**config.mk**
```make
export PLATFORM = sky130hd
export DESIGN_NAME = servo_pwm_driver
export DESIGN_NICKNAME = d
export VERILOG_FILES = /design/src/rtl/servo_pwm_driver.sv
export SDC_FILE = /design/constraint.sdc
export NUM_CORES = 1
export LEC_CHECK = 0
export CAP_MARGIN = 25
export CORE_MARGIN = 2
export CORE_UTILIZATION = 55
export DETAILED_ROUTE_END_ITERATION = 6
export MAX_ROUTING_LAYER = met4
export PLACE_DENSITY = 0.77
export SLEW_MARGIN = 40
export SYNTH_ARGS = -nofsm -noshare
export SYNTH_HDL_FRONTEND = slang
export SYNTH_SLANG_ARGS = --single-unit
```
**constraint.sdc**
```tcl
create_clock -name clk -period 4.7 [get_ports clk]
set_clock_uncertainty 0.15 [all_clocks]
set_input_delay 0.47 -clock clk [delete_from_list [all_inputs] [get_ports clk]]
set_output_delay 0.47 -clock clk [all_outputs]
set_load 0.02 [all_outputs]
```
**src/rtl/servo_pwm_driver.sv**
```systemverilog
// Three-channel hobby-servo PWM generator: one pulse per channel per frame, codes latched at frame boundaries.
// Optional per-frame slew limiting of the latched codes is enabled by defining SERVO_SLEW_LIMIT_EN.
module servo_pwm_driver #(
    parameter int TICK_DIV  = 50,
    parameter int FRAME_US  = 20000,
    parameter int MIN_US    = 1000,
    parameter int STEP_US   = 4,
    parameter int SLEW_STEP = 4
) (
    input  logic       clk,
    input  logic       rst,
    input  logic       enable,
    input  logic [7:0] pos_x,
    input  logic [7:0] pos_y,
    input  logic [7:0] pos_z,
    output logic       pwm_x,
    output logic       pwm_y,
    output logic       pwm_z,
    output logic       frame_start
);

    localparam int DIV_W = (TICK_DIV > 1) ? $clog2(TICK_DIV) : 1;
    localparam logic [DIV_W-1:0] DIV_LAST   = DIV_W'(TICK_DIV - 1);
    localparam logic [15:0]      FRAME_LAST = 16'(FRAME_US - 1);

    typedef enum logic [1:0] {SYNC, RUN, HOLD} phase_t;

    phase_t           state, state_next;
    logic [DIV_W-1:0] div_cnt, div_cnt_next;
    logic [15:0]      frame_cnt, frame_cnt_next;
    logic [2:0][7:0]  pos, act, act_next;
    logic [2:0]       pwm, pwm_next;
    logic             run, run_next;
    logic             tick, boundary;

    assign pos = {pos_z, pos_y, pos_x};
    assign {pwm_z, pwm_y, pwm_x} = pwm;

    assign tick     = (div_cnt == DIV_LAST);
    assign boundary = tick && (frame_cnt == FRAME_LAST);

    // Widths are capped one tick short of the frame so every frame keeps a low gap.
    function automatic logic [15:0] width_of(input logic [7:0] code);
        logic [31:0] w;
        w = 32'(MIN_US) + 32'(code) * 32'(STEP_US);
        if (w > 32'(FRAME_US - 1))
            return FRAME_LAST;
        return w[15:0];
    endfunction

`ifdef SERVO_SLEW_LIMIT_EN
    function automatic logic [7:0] next_code(input logic [7:0] cur, input logic [7:0] target);
        logic signed [8:0] diff;
        diff = $signed({1'b0, target}) - $signed({1'b0, cur});
        if (diff > $signed(9'(SLEW_STEP)))
            return cur + 8'(SLEW_STEP);
        else if (diff < -$signed(9'(SLEW_STEP)))
            return cur - 8'(SLEW_STEP);
        return target;
    endfunction
`else
    logic slew_unused;
    assign slew_unused = |32'(SLEW_STEP);

    function automatic logic [7:0] next_code(input logic [7:0] cur, input logic [7:0] target);
        logic [7:0] keep;
        keep = cur;
        keep = target;
        return keep;
    endfunction
`endif

    always_comb begin
        div_cnt_next = tick ? '0 : div_cnt + 1'b1;
        if (boundary)
            frame_cnt_next = '0;
        else if (tick)
            frame_cnt_next = frame_cnt + 16'd1;
        else
            frame_cnt_next = frame_cnt;
    end

    // Codes, enable and phase only move at the boundary; outputs come from next-state values.
    always_comb begin
        state_next = state;
        run_next   = run;
        act_next   = act;
        if (boundary) begin
            run_next = enable;
            for (int i = 0; i < 3; i++)
                act_next[i] = next_code(act[i], pos[i]);
            unique case (state)
                SYNC:    state_next = enable ? RUN : HOLD;
                RUN:     if (!enable) state_next = HOLD;
                HOLD:    if (enable) state_next = RUN;
                default: state_next = SYNC;
            endcase
        end
        for (int i = 0; i < 3; i++)
            pwm_next[i] = (state_next == RUN) && run_next &&
                          (frame_cnt_next < width_of(act_next[i]));
    end

    always_ff @(posedge clk or negedge rst) begin
        if (!rst) begin
            state       <= SYNC;
            div_cnt     <= '0;
            frame_cnt   <= '0;
            act         <= {3{8'd128}};
            run         <= 1'b0;
            pwm         <= '0;
            frame_start <= 1'b0;
        end else begin
            state       <= state_next;
            div_cnt     <= div_cnt_next;
            frame_cnt   <= frame_cnt_next;
            act         <= act_next;
            run         <= run_next;
            pwm         <= pwm_next;
            frame_start <= boundary;
        end
    end

endmodule

```
==> impl_metrics.toml <==
[setup_path]
arrival_ns = 4.11
crit_required_ns = 4.74
critPathCaptureType = "register"
worstPathMaxFanout = 42
startpoint_type = "register"
path_class = "reg2reg"

[global_route]
track_usage_pct = 23.7
busiest_layer = "met2"
grt_pass1_wl_mm = 13.0
grt-ovfl-total = 0
grtUsageMet1_pct = 30.9
antenna_found_initial = 0
grt_util_met3_pct = 3.28
grt_max_degree = 43
first_global_vias = 2723
grtUsageMet2_pct = 38.7

[clocking]
ctsHtreeMaxLevel = 2
post_cts_resized = 0
cts_hold_buf = 0
clk_latency_ns = 0.31
clockBufferDepth = 2
cts_tree = "yes"
post-cts-setup-buffers = 0
clock_sinks = 53
cts_inserted_buffers = 5
cts.clk_slew.worst_paths_ns = 0.09
cts-root-buf = "clkbuf_8"

[place]
gp_congestion = 0.871
io_buffers = 30
post-place-ws_ns = 0.716
dp_hpwl_mm = 5.55
place_area_um2 = 3790

[logic_synthesis]
seq_area_frac_synth_pct = 38.9
syn-instance-count = 368
synth-async-reset-ratio_pct = 100
synth_top_area_cell = "dfrtp_1"
synth_flop_cell = "dfrtp_1"
synthTopCellsByArea = "dfrtp_1 (37%), ha_1 (11%), nand2_1 (8.7%)"
synth_edf_count = 0
avgSynthCellArea_um2 = 9.30
yosysTopAreaCellShare_pct = 36.6
mappedNetlistNets = 425
yosysWarningCount = 0
synth_cell_types = 46
ys_seq_elements = 53
syn_area_um2 = 3420

[routing]
remaining_drc_errors = 0
first_iter_violations = 151
via_per_inst = 5.75
num_vias = 2731
ant_nets = 0
drtPass1Iterations = 4
drt-total-wl_mm = 7.43
wire_per_inst_um = 15.6

[status]
status = "finished, violations left"
violations = "hold timing"

[power_and_ir_drop]
powerDensity_nw_per_um2 = 212
ir_drop_mv = 0.138
leakage_uw = 0.00171

[run]
maxCapViolCount = 0

[sta]
drv_slew = 0
hold_slack_ns = -0.00649
tightest_slew_ns = 0.576
fin_crit_ns = 4.06
fin_tns_setup_ns = 0
final-setup-viol-count = 0
relSlewSlack_pct = 61.6
timing.fmax_mhz = 246
rsz0062_at_grt = "false"
fin_ws_ns = 0.636
final-hold-violation-count = 5
finalCritPeriodShare_pct = 86.5

[die]
rows = 28
die_area_um2 = 6870
dieWidth_um = 82.9
core_um2 = 5960
io_pins = 31
die_height_um = 82.9
start_util_pct = 57.4

[layout]
syn2layout_area_growth_pct = 14.2
nets = 456
utilization_pct = 65.6
drive_gt1_share_pct = 7.25
design_area_um2 = 3910
insertedDiodeCount = 0

[worst_hold_path]
hold_class = "in2async"
-- metal layers --
| metal | share of wire (%) | up-vias | wire [um] |
|---|---|---|---|
| li1 | - | 1369 | - |
| met5 | 0 | - | 0 |
| met1 | 45 | 1302 | 3380 |
| met2 | 49 | 50 | 3640 |
| met4 | 1.3 | 0 | 97 |
| met3 | 4.3 | 10 | 317 |
-- path summary, 6_finish.rpt --
kind,startpoint,to,slack (ns),cells after the start
max reg2reg,div_cnt[1]$_DFF_PN0_,pwm[2]$_DFF_PN0_,0.64,14
max in group asynchronous,rst,act[7]$_DFF_PN1_,3.57,2
min,rst,div_cnt[3]$_DFF_PN0_,-0.006,1
min reg2reg,run$_DFF_PN0_,run$_DFF_PN0_,0.32,2
min in group clk,run$_DFF_PN0_,run$_DFF_PN0_,0.32,2
max,div_cnt[1]$_DFF_PN0_,pwm[2]$_DFF_PN0_,0.64,14
-- synth_stat cells (4+ instances only) --
library cell   n
nor2b_1        5
nand4_1        6
dfrtp_1       50
nand3_1       11
xnor2_1       18
o21ai_0       18
o21a_1         6
and4_1         4
nor4_1         4
mux2i_1        6
nor3b_1        6
nand2_1       79
inv_1         10
a211oi_1       5
or3_1          6
ha_1          30
and3_1         6
nor2_1        18
buf_2          6
xor2_1        15
a21oi_1       20
-- report_power, final --
group          internal (uW)  switching (uW)
Combinational           24.0            20.7
Clock                    174             152
Sequential               457            1.01
Total                    655             174
-- cells in the final DEF (no fill, tap or decap), types with 10 or more instances in the layout --
master / netlist / final
nand2_1: 79 / 79
ha_1: 30 / 30
inv_1: 10 / 10
xnor2_1: 18 / 18
xor2_1: 15 / 15
clkdlybuf4s50_1: 0 / 29
dfrtp_1: 50 / 50
o21ai_0: 18 / 18
nor2_1: 18 / 18
a21oi_1: 20 / 20
nand3_1: 11 / 11
-- per-stage QoR --
| step | total power, uW | std cells |
|---|---|---|
| after global placement | 512 | 467 |
| final | 829 | 475 |
| after floorplan | 476 | 368 |
| after detailed placement | 513 | 467 |
| after global routing | 862 | 475 |
| after CTS | 836 | 475 |
-- worst max-delay path, stage by stage (launching register included) --
cell       delay (ns)
dfrtp_1          0.43
inv_1            0.07
ha_1             0.15
and4b_1          0.25
and2_1           0.38
nand3_4          0.45
nand2_1          0.20
nand2_1          0.12
ha_1             0.27
a211oi_2         0.23
xnor2_1          0.16
ha_1             0.27
a211oi_1         0.23
o2111ai_1        0.16
a2111oi_2        0.42
-- kinds of logic after synthesis --
family / synth area share (%)
compound gates: 12.9
xor+xnor: 8.45
fa+ha+maj: 11.0
buf+inv: 2.85
flops: 38.9
mux: 1.76
simple gates: 24.2
-- sequential cells by signal (all words and copies together), names as in the netlist --
register,flops
act,24
div_cnt,6
frame_start,1
state,2
frame_cnt,16
pwm,3
run,1
-- area by class of cell --
type | count | area [um^2]
multi-input combinational | 295 | 2000
timing repair buffer | 34 | 325
inverter | 10 | 37.5
clock buffer | 7 | 86.3
sequential | 53 | 1330
fill | 509 | 2050
clock inverter | 1 | 30.0
tap | 75 | 93.8
Power figures use the tool's default switching activity.
